===== src/rtl/jtag_tap_ctrl_pkg.sv =====
// Shared types and constants for the JTAG TAP controller: TAP state encoding,
// decoded-instruction enum and the Capture-IR pattern.
package jtag_tap_ctrl_pkg;

  // IEEE 1149.1 recommended 4-bit state encoding.
  typedef logic [3:0] ty_STATE_TAP_FSM;

  localparam ty_STATE_TAP_FSM ST_TEST_LOGIC_RESET = 4'hF;
  localparam ty_STATE_TAP_FSM ST_RUN_TEST_IDLE    = 4'hC;
  localparam ty_STATE_TAP_FSM ST_SELECT_DR        = 4'h7;
  localparam ty_STATE_TAP_FSM ST_CAPTURE_DR       = 4'h6;
  localparam ty_STATE_TAP_FSM ST_SHIFT_DR         = 4'h2;
  localparam ty_STATE_TAP_FSM ST_EXIT1_DR         = 4'h1;
  localparam ty_STATE_TAP_FSM ST_PAUSE_DR         = 4'h3;
  localparam ty_STATE_TAP_FSM ST_EXIT2_DR         = 4'h0;
  localparam ty_STATE_TAP_FSM ST_UPDATE_DR        = 4'h5;
  localparam ty_STATE_TAP_FSM ST_SELECT_IR        = 4'h4;
  localparam ty_STATE_TAP_FSM ST_CAPTURE_IR       = 4'hE;
  localparam ty_STATE_TAP_FSM ST_SHIFT_IR         = 4'hA;
  localparam ty_STATE_TAP_FSM ST_EXIT1_IR         = 4'h9;
  localparam ty_STATE_TAP_FSM ST_PAUSE_IR         = 4'hB;
  localparam ty_STATE_TAP_FSM ST_EXIT2_IR         = 4'h8;
  localparam ty_STATE_TAP_FSM ST_UPDATE_IR        = 4'hD;

  localparam int IR_OP_IDCODE = 1;
  localparam int IDCODE_W     = 32;

  typedef enum logic [1:0] {
    INSTR_BYPASS,
    INSTR_IDCODE,
    INSTR_USER
  } ty_INSTR;

  // Capture-IR loads ...01 so a board-level scan can locate IR boundaries.
  function automatic logic [31:0] ir_capture_pattern(input int width);
    return (width >= 2) ? 32'd1 : 32'd0;
  endfunction

endpackage


===== src/rtl/jtag_tap_ctrl_fsm_sync.sv =====
// 16-state IEEE 1149.1 TAP state machine, synchronous active-high reset,
// with decoded capture/shift/update flags for the datapath.
module jtag_tap_fsm_sync
  import jtag_tap_ctrl_pkg::*;
(
  input  logic            clk,
  input  logic            rst,
  input  logic            tms,
  output ty_STATE_TAP_FSM state,
  output logic            is_reset,
  output logic            is_capture_dr,
  output logic            is_shift_dr,
  output logic            is_update_dr,
  output logic            is_capture_ir,
  output logic            is_shift_ir,
  output logic            is_update_ir
);

  ty_STATE_TAP_FSM state_nxt;

  // NOTE: every combinational output gets a default first, so no path
  // through the case can leave it unassigned and infer a latch.
  always_comb begin
    state_nxt = ST_TEST_LOGIC_RESET;
    case (state)
      ST_TEST_LOGIC_RESET: state_nxt = tms ? ST_TEST_LOGIC_RESET : ST_RUN_TEST_IDLE;
      ST_RUN_TEST_IDLE:    state_nxt = tms ? ST_SELECT_DR        : ST_RUN_TEST_IDLE;
      ST_SELECT_DR:        state_nxt = tms ? ST_SELECT_IR        : ST_CAPTURE_DR;
      ST_CAPTURE_DR:       state_nxt = tms ? ST_EXIT1_DR         : ST_SHIFT_DR;
      ST_SHIFT_DR:         state_nxt = tms ? ST_EXIT1_DR         : ST_SHIFT_DR;
      ST_EXIT1_DR:         state_nxt = tms ? ST_UPDATE_DR        : ST_PAUSE_DR;
      ST_PAUSE_DR:         state_nxt = tms ? ST_EXIT2_DR         : ST_PAUSE_DR;
      ST_EXIT2_DR:         state_nxt = tms ? ST_UPDATE_DR        : ST_SHIFT_DR;
      ST_UPDATE_DR:        state_nxt = tms ? ST_SELECT_DR        : ST_RUN_TEST_IDLE;
      ST_SELECT_IR:        state_nxt = tms ? ST_TEST_LOGIC_RESET : ST_CAPTURE_IR;
      ST_CAPTURE_IR:       state_nxt = tms ? ST_EXIT1_IR         : ST_SHIFT_IR;
      ST_SHIFT_IR:         state_nxt = tms ? ST_EXIT1_IR         : ST_SHIFT_IR;
      ST_EXIT1_IR:         state_nxt = tms ? ST_UPDATE_IR        : ST_PAUSE_IR;
      ST_PAUSE_IR:         state_nxt = tms ? ST_EXIT2_IR         : ST_PAUSE_IR;
      ST_EXIT2_IR:         state_nxt = tms ? ST_UPDATE_IR        : ST_SHIFT_IR;
      ST_UPDATE_IR:        state_nxt = tms ? ST_SELECT_DR        : ST_RUN_TEST_IDLE;
      default:             state_nxt = ST_TEST_LOGIC_RESET;
    endcase
  end

  // NOTE: state registers use non-blocking assignment so every flop samples
  // pre-edge values regardless of block evaluation order.
  always_ff @(posedge clk) begin
    if (rst) state <= ST_TEST_LOGIC_RESET;
    else     state <= state_nxt;
  end

  assign is_reset      = (state == ST_TEST_LOGIC_RESET);
  assign is_capture_dr = (state == ST_CAPTURE_DR);
  assign is_shift_dr   = (state == ST_SHIFT_DR);
  assign is_update_dr  = (state == ST_UPDATE_DR);
  assign is_capture_ir = (state == ST_CAPTURE_IR);
  assign is_shift_ir   = (state == ST_SHIFT_IR);
  assign is_update_ir  = (state == ST_UPDATE_IR);

endmodule


===== src/rtl/jtag_tap_ctrl.sv =====
// JTAG TAP controller top: instruction register, BYPASS/IDCODE/USER data
// registers, TDO mux and the parallel user update interface.
module jtag_tap_ctrl
  import jtag_tap_ctrl_pkg::*;
#(
  parameter int               IR_W         = 4,
  parameter logic [31:0]      IDCODE       = 32'h1000_0001,
  parameter int               N_USER       = 2,
  parameter int               USER_DR_W    = 8,
  parameter logic [IR_W-1:0]  USER_IR_BASE = IR_W'(8)
) (
  input  logic                        i_tclk,
  input  logic                        i_trst,
  input  logic                        i_tms,
  input  logic                        i_tdi,
  output logic                        o_tdo,
  output logic                        o_tdoEn,
  output logic [IR_W-1:0]             o_ir,
  output logic                        o_stateIsReset,
  output logic [N_USER-1:0]           o_userSel,
  input  logic [N_USER*USER_DR_W-1:0] i_userCaptureData,
  output logic [N_USER*USER_DR_W-1:0] o_userUpdateData,
  output logic [N_USER-1:0]           o_userUpdateStrb
);

  ty_STATE_TAP_FSM state;
  logic is_reset, cap_dr, shf_dr, upd_dr, cap_ir, shf_ir, upd_ir;

  jtag_tap_fsm_sync u_fsm (
    .clk           (i_tclk),
    .rst           (i_trst),
    .tms           (i_tms),
    .state         (state),
    .is_reset      (is_reset),
    .is_capture_dr (cap_dr),
    .is_shift_dr   (shf_dr),
    .is_update_dr  (upd_dr),
    .is_capture_ir (cap_ir),
    .is_shift_ir   (shf_ir),
    .is_update_ir  (upd_ir)
  );

  logic [IR_W-1:0]      ir_q;
  logic [IR_W-1:0]      ir_shift;
  logic                 bypass_q;
  logic [IDCODE_W-1:0]  id_shift;
  logic [USER_DR_W-1:0] user_shift;
  ty_INSTR              instr;
  logic [2:0]           user_idx;

  // Test-Logic-Reset shows IDCODE immediately, not one TCK later.
  assign o_ir           = is_reset ? IR_W'(IR_OP_IDCODE) : ir_q;
  assign o_stateIsReset = is_reset;
  assign o_tdoEn        = shf_dr | shf_ir;

  always_comb begin
    instr    = INSTR_BYPASS;
    user_idx = '0;
    if (o_ir == '1) begin
      instr = INSTR_BYPASS;
    end else if (o_ir == IR_W'(IR_OP_IDCODE)) begin
      instr = INSTR_IDCODE;
    end else begin
      for (int k = 0; k < N_USER; k++) begin
        if (o_ir == USER_IR_BASE + IR_W'(k)) begin
          instr    = INSTR_USER;
          user_idx = 3'(k);
        end
      end
    end
  end

  always_comb begin
    o_userSel = '0;
    for (int k = 0; k < N_USER; k++)
      o_userSel[k] = (instr == INSTR_USER) && (user_idx == 3'(k));
  end

  always_comb begin
    o_tdo = 1'b0;
    if (shf_ir) begin
      o_tdo = ir_shift[0];
    end else if (shf_dr) begin
      case (instr)
        INSTR_IDCODE: o_tdo = id_shift[0];
        INSTR_USER:   o_tdo = user_shift[0];
        default:      o_tdo = bypass_q;
      endcase
    end
  end

  always_ff @(posedge i_tclk) begin
    if (i_trst) begin
      ir_q             <= IR_W'(IR_OP_IDCODE);
      ir_shift         <= '0;
      bypass_q         <= 1'b0;
      id_shift         <= '0;
      user_shift       <= '0;
      o_userUpdateData <= '0;
      o_userUpdateStrb <= '0;
    end else begin
      o_userUpdateStrb <= '0;

      if (is_reset) ir_q     <= IR_W'(IR_OP_IDCODE);
      if (cap_ir)   ir_shift <= IR_W'(ir_capture_pattern(IR_W));
      if (shf_ir)   ir_shift <= {i_tdi, ir_shift[IR_W-1:1]};
      if (upd_ir)   ir_q     <= ir_shift;

      if (cap_dr) begin
        case (instr)
          INSTR_IDCODE: id_shift <= IDCODE;
          INSTR_USER: begin
            for (int k = 0; k < N_USER; k++)
              if (user_idx == 3'(k))
                user_shift <= i_userCaptureData[k*USER_DR_W +: USER_DR_W];
          end
          default: bypass_q <= 1'b0;
        endcase
      end

      if (shf_dr) begin
        case (instr)
          INSTR_IDCODE: id_shift   <= {i_tdi, id_shift[IDCODE_W-1:1]};
          INSTR_USER:   user_shift <= (user_shift >> 1)
                                      | (USER_DR_W'(i_tdi) << (USER_DR_W - 1));
          default:      bypass_q   <= i_tdi;
        endcase
      end

      // Strobe lands with the data so the core can latch on the pulse alone.
      if (upd_dr && instr == INSTR_USER) begin
        for (int k = 0; k < N_USER; k++) begin
          if (user_idx == 3'(k)) begin
            o_userUpdateData[k*USER_DR_W +: USER_DR_W] <= user_shift;
            o_userUpdateStrb[k]                        <= 1'b1;
          end
        end
      end
    end
  end

endmodule


===== config.mk =====
export PLATFORM = sky130hd
export DESIGN_NAME = jtag_tap_ctrl
export DESIGN_NICKNAME = d
export VERILOG_FILES = /design/src/rtl/jtag_tap_ctrl_pkg.sv /design/src/rtl/jtag_tap_ctrl_fsm_sync.sv /design/src/rtl/jtag_tap_ctrl.sv
export SDC_FILE = /design/constraint.sdc
export NUM_CORES = 1
export LEC_CHECK = 0
export CAP_MARGIN = 20
export CORE_AREA = 4 4 78 80
export CTS_CLUSTER_DIAMETER = 40
export CTS_CLUSTER_SIZE = 8
export DETAILED_ROUTE_END_ITERATION = 12
export DIE_AREA = 0 0 82 84
export PLACE_DENSITY = 0.77
export SLEW_MARGIN = 25
export SYNTH_ARGS = -nofsm -noshare
export SYNTH_HDL_FRONTEND = slang
export SYNTH_HIERARCHICAL = 1
export SYNTH_SLANG_ARGS = --single-unit

===== constraint.sdc =====
create_clock -name i_tclk -period 3.5 [get_ports i_tclk]
set_input_delay 0.525 -clock i_tclk [delete_from_list [all_inputs] [get_ports i_tclk]]
set_output_delay 0.525 -clock i_tclk [all_outputs]
set_load 0.005 [all_outputs]

; ---- Word-level counts from Yosys, hierarchy flattened
; Index checks and enable logic that the tools add are counted.
[op_classes]
n_addsub = 0
n_mul = 0
n_div = 0
order_cmp = 0
n_eq_ne = 22
n_shift = 0
n_mux = 43
bitwise_logic = 3
n_reduce_logical = 13
[op_table]
columns = op, n
row1 = $mux 32, 4
row2 = $mux 8, 6
row3 = $pmux 4 s12, 1
row4 = $eq 4x4->1 const B, 11
row5 = $mux 2, 10
row6 = $mux 4, 5
row7 = $eq 4x3->1 const B, 4
row8 = $mux 3, 5
row9 = $mux 1, 11
row10 = $eq 4x1->1 const B, 2
row11 = $eq 4x2->1 const B, 2
row12 = $or 7x8->8, 1
row13 = $reduce_or 2->1, 4
row14 = $logic_not 4->1, 1
row15 = $reduce_and 2->1, 2
row16 = $eq 3x1->1 const B, 1
row17 = $logic_and 1x1->1, 3
row18 = $logic_not 3->1, 1
row19 = $reduce_or 3->1, 1
row20 = $eq 2x1->1 const B, 1
row21 = $eq 2x2->1 const B, 1
row22 = $pmux 1 s2, 1
row23 = $reduce_bool 2->1, 1
row24 = $not 1->1, 1
row25 = $or 1x1->1, 1
[totals]
register_bits = 71
latch_bits = 0
ram_bits = 0
romBits = 0
input_bits = 20
out_inout_bits = 27
word_cells = 90
memories = 0

; ---- Longest topological paths before layout
[logic_depth]
word_depth = 13
mapped_depth = 8
ltp_nobuf = 6

; ---- Cells and area by module
; The synthesis kept the hierarchy.
[by_module_without_submodules]
columns = module, instances, cells_per_inst, area_per_inst_um2, seq_area_each_um2
row1 = jtag_tap_ctrl, 1, 262, 2636.3, 1341.3
row2 = jtag_tap_fsm_sync, 1, 34, 255.2, 80.1

; ---- Least setup slack after synthesis
; OpenSTA, ideal clock, no wires.
[synth_path]
kind = reg2out
start = reg u_fsm.state[2]
end = out o_tdo
arrival_time_ps = 1624
required_time_ps = 2975
slack_ps = 1351
path_stages_with_launch = 7
path_buffers = 1
path_cell_list = dfxtp_1 > buf_2 > nand2_1 > nor2_1 > nor4b_4 > or4b_1 > a31oi_1
[synth_between]
elab_chain_len = 11
word_cells_on_any_way = 17
cone_classes = eq/ne: 9 / mux: 8
[synth_rtl]
columns = element, line_no
row1 = start: declaration, jtag_tap_ctrl_fsm_sync.sv:9  ; output ty_STATE_TAP_FSM state,
row2 = start signal: assignment, jtag_tap_ctrl_fsm_sync.sv:50  ; else state <= state_nxt;
row3 = $eq 4x4->1 (*), jtag_tap_ctrl_fsm_sync.sv:53  ; assign is_reset = (state == ST_TEST_LOGIC_RESET);
row4 = named net o_stateIsReset, jtag_tap_ctrl.sv:19  ; output logic o_stateIsReset,
row5 = $mux 4 (*), n/a
row6 = $eq 4x4->1, jtag_tap_ctrl.sv:65  ; if (o_ir == USER_IR_BASE + IR_W'(k)) begin
row7 = $mux 2 (2 in series), jtag_tap_ctrl.sv:65
row8 = $mux 2, jtag_tap_ctrl.sv:61  ; end else if (o_ir == IR_W'(IR_OP_IDCODE)) begin
row9 = $mux 2 (*), jtag_tap_ctrl.sv:59  ; if (o_ir == '1) begin
row10 = $eq 2x2->1 / $eq 2x1->1 (equally long branches), jtag_tap_ctrl.sv:84  ; case (instr)
row11 = $pmux 1 s2 (*), jtag_tap_ctrl.sv:84
row12 = $mux 1 (*), jtag_tap_ctrl.sv:83  ; end else if (shf_dr) begin
row13 = $mux 1 (*), jtag_tap_ctrl.sv:81  ; if (shf_ir) begin
row14 = end: declaration, jtag_tap_ctrl.sv:16  ; output logic o_tdo,
; The timed path passes the listed nets; every way through them passes the cells marked *.

; ---- Worst setup path in the final report
[layout_path]
start = reg u_fsm.state[2]
end = out o_tdo
[layout_between]
elab_chain_len = 11
word_cells_on_any_way = 17
cone_classes = eq/ne: 9 / mux: 8
[layout_rtl]
columns = element, line_no
row1 = $eq 4x4->1, jtag_tap_ctrl_fsm_sync.sv:53
row2 = $mux 4, n/a
row3 = $eq 4x4->1, jtag_tap_ctrl.sv:65
row4 = $mux 2 (2 in series), jtag_tap_ctrl.sv:65
row5 = $mux 2, jtag_tap_ctrl.sv:61
row6 = $mux 2, jtag_tap_ctrl.sv:59
row7 = $eq 2x2->1 / $eq 2x1->1 (equally long branches), jtag_tap_ctrl.sv:84
row8 = $pmux 1 s2, jtag_tap_ctrl.sv:84
row9 = $mux 1, jtag_tap_ctrl.sv:83
row10 = $mux 1 (*), jtag_tap_ctrl.sv:81
; Mark *: on every way between the ends. The rest lies on a longest branch, timed or not.

==> flow_summary_export.csv <==
group,metric,value,unit
synthesis,netlist_top_cells_area,"sky130_fd_sc_hd__dfxtp_1, sky130_fd_sc_hd__mux2i_1, sky130_fd_sc_hd__nor2_1",
sta,whs,0.473,ns
pwr,peakVddDrop,0.000304,V
setup_path,ff_to_ff_setup_slack,1.34,ns
place,port_buffers,46,
detailed_routing,dr.pass1.iters,4,
sta,clock-skew-final,0.00495,ns
setup_path,timing.critical_path.fanout_max,9,
synthesis,synthesis.yosys.warnings,6,
floorplan,ioPinCount,47,
setup_path,critPathTopFamily,"simple AND/OR/NAND/NOR gates",
sta,max_freq,315,MHz
detailed_routing,remaining_drc_errors,0,
synthesis,synth_edf_count,0,
clock_network,tritoncts.num_buffers,9,
floorplan,initial_util,53.5,%
clock_network,cts_post_setup_buffers_inserted,0,
clock_network,insertion_delay,0.34,ns
detailed_routing,drt-initial-drc-count,109,
synthesis,synthFlopType,"sky130_fd_sc_hd__dfxtp_1",
sta,timing_max_transition_violations_final,0,
clock_network,clkTransAtPathRegs,0.08,ns
global_route,first_global_vias,2144,
floorplan,floorplan.die.width,82,um
sta,finalSetupViolCount,0,
synthesis,synth_area_per_cell,9.77,sq um
sta,finalHoldViolCount,0,
synthesis,async_flop_share,0,%
detailed_routing,antenna_left,0,
setup_path,cp.required,2.97,ns
pwr,cellLeakagePower,0.00143,uW
global_route,number_of_antenna_violations_at_the_first_check_in_global_routing,0,
setup_path,cp.buffers_inverters,1,
floorplan,row_count,27,
pwr,power_per_cell_area,441,nW/um^2
cells_and_area,fin_area,3540,sq um
detailed_routing,drt-vias-per-instance,5.40,
setup_path,worstSetupStartpointType,"register",
global_route,grt_start_max_net_pins,38,
sta,setup_total_negative_slack,0,ns
synthesis,top_count_cell_post_synth,"sky130_fd_sc_hd__dfxtp_1",
synthesis,synth_seq_cells,71,
setup_path,critPathCaptureType,"output pin",
place,routabilityCongestion,0.779,
cells_and_area,finish.net_count,357,
clock_network,cts_root_buffer,"sky130_fd_sc_hd__clkbuf_8",
sta,rsz0062_at_grt,"no",
setup_path,critical_path.slowest_cell,"sky130_fd_sc_hd__clkdlybuf4s50_1",
clock_network,numClockSinks,71,
flow_run,cap_viol_max_count,0,
setup_path,arrival,2.65,ns
place,dp_hpwl,3940,um
clock_network,ctsResizeCount,0,
sta,layout_min_cycle_time,3.18,ns
clock_network,ctsLongestPathBuffers,2,
synthesis,netlist.top_cell.by_area,"sky130_fd_sc_hd__dfxtp_1",
global_route,gr-total-overflow,0,
global_route,grt_first_pass_wirelength,9820,um
cells_and_area,antenna_cells_inserted,0,
pwr,fin_total_pwr,1560,uW
synthesis,syn_inst,296,
synthesis,seq_area_frac_synth,49.2,%
synthesis,yosys.cell_types.count,42,
clock_network,clock_tree_from_tritoncts,"built",
status,run_status,"completed",
clock_network,postCtsHoldBufs,0,
floorplan,floorplan_core_area,5410,sq um
min_path,worst_min_delay_path_category,"reg -> reg",
setup_path,cp_cell_sequence,"nand2_1 -> nor2_1 -> nor4b_4 -> or4b_1 -> a31oi_1 -> clkdlybuf4s50_1",
setup_path,worstSetupPathType,"reg -> out",
floorplan,chipHeight,84,um
synthesis,mappedNetlistNets,316,
sta,max_slew.worst_pin.slew,0.670,ns
cells_and_area,fillCellCount,459,
setup_path,worst_path_largest_cell_delay,0.53,ns
detailed_routing,detail_route.wirelength,5880,um
cells_and_area,layout-drive-gt1-share,12.0,%
floorplan,design.die.area,6890,sq um
cells_and_area,areaGrowthSynthToFinish,22.4,%
sta,finalCritPeriodShare,90.7,%
synthesis,synth_top_cells_by_count,"sky130_fd_sc_hd__dfxtp_1, sky130_fd_sc_hd__nor2_1, sky130_fd_sc_hd__a22oi_1",
sta,slew_headroom,55.0,%
synthesis,syn-cell-area,2890,sq um
place,dpl-instance-area,3370,sq um
clock_network,htree_levels,3,
global_route,grtUsageTotal,18.7,%
synthesis,top_area_cell_type_share_of_the_netlist_area,49.2,%
detailed_routing,detail_route.wl_per_cell,14.2,um
detailed_routing,routed-via-count,2237,
final timing paths:
kind | startpoint | endpoint | cells past startpoint
max | u_fsm/state[2] | o_tdo | 6
min | id_shift[1] | id_shift[0] | 2
max reg2reg | u_fsm/state[2] | o_userUpdateData[3] | 6
min reg2reg | id_shift[1] | id_shift[0] | 2
worst min-delay path, delay by kind of cell, from the launching register on:
kind | cells | cell delay [ns]
flops | 1 | 0.32
compound gates | 1 | 0.06
buf+inv | 1 | 0.05
layer usage:
| layer | up-vias | GRT usage, % | routed length (um) | part of all wire, % |
|---|---|---|---|---|
| li1 | 1129 | - | - | - |
| met1 | 1055 | 22.5 | 2580 | 44 |
| met2 | 47 | 29.7 | 2950 | 50 |
| met3 | 6 | 4.43 | 281 | 4.8 |
| met4 | 0 | 10.6 | 68 | 1.2 |
| met5 | - | 0 | 0 | 0 |
cell type report:
| type | count | area [sq um] | share of cell area, % |
|---|---|---|---|
| clock buffer | 9 | 124 | 3.50 |
| inverter | 7 | 26.3 | 0.742 |
| timing repair buffer | 51 | 493 | 13.9 |
| sequential | 71 | 1420 | 40.2 |
| multi-input combinational | 197 | 1340 | 37.8 |
| clock inverter | 7 | 48.8 | 1.38 |
| tap | 72 | 90.1 | 2.55 |
per-stage QoR:
step           instances  setup slack (ns)  util, %
2_1_floorplan        296              1.35        -
3_3_place_gp         398             0.784     62.3
3_5_place_dp         398             0.721     62.3
4_1_cts              414             0.328     65.5
5_1_grt              414             0.152     65.5
6_report             414             0.325     65.5
sequential cells by signal, indices dropped and copies added (netlist names):
signal / count
id_shift: 32
o_userUpdateData: 16
user_shift: 8
ir_q: 4
ir_shift: 4
u_fsm/state: 4
o_userUpdateStrb: 2
bypass_q: 1
placed cells by master, fill, tap and decap left out, types with 7 or more instances in the layout:
cell type                         count
sky130_fd_sc_hd__dfxtp_1             71
sky130_fd_sc_hd__o2bb2ai_1            8
sky130_fd_sc_hd__inv_1                7
sky130_fd_sc_hd__clkdlybuf4s50_1     45
sky130_fd_sc_hd__a22oi_1             30
sky130_fd_sc_hd__clkbuf_8             9
sky130_fd_sc_hd__mux2i_1             27
sky130_fd_sc_hd__mux2_2               8
sky130_fd_sc_hd__a21oi_1              7
sky130_fd_sc_hd__nor2_1              62
cell families after synthesis:
family / count (synthesis) / synth area share, %
buf+inv: 28 / 4.85
flops: 71 / 49.2
compound gates: 60 / 15.1
simple gates: 101 / 17.9
mux: 36 / 13.0
power by group:
group | switching, uW | leakage, uW | internal [uW]
clock | 309 | 0.0000776 | 256
sequential | 21.3 | 0.000573 | 819
combinational | 76.3 | 0.000777 | 77.9
total | 407 | 0.00143 | 1150
Note: power is estimated with default switching activity, not from simulation.
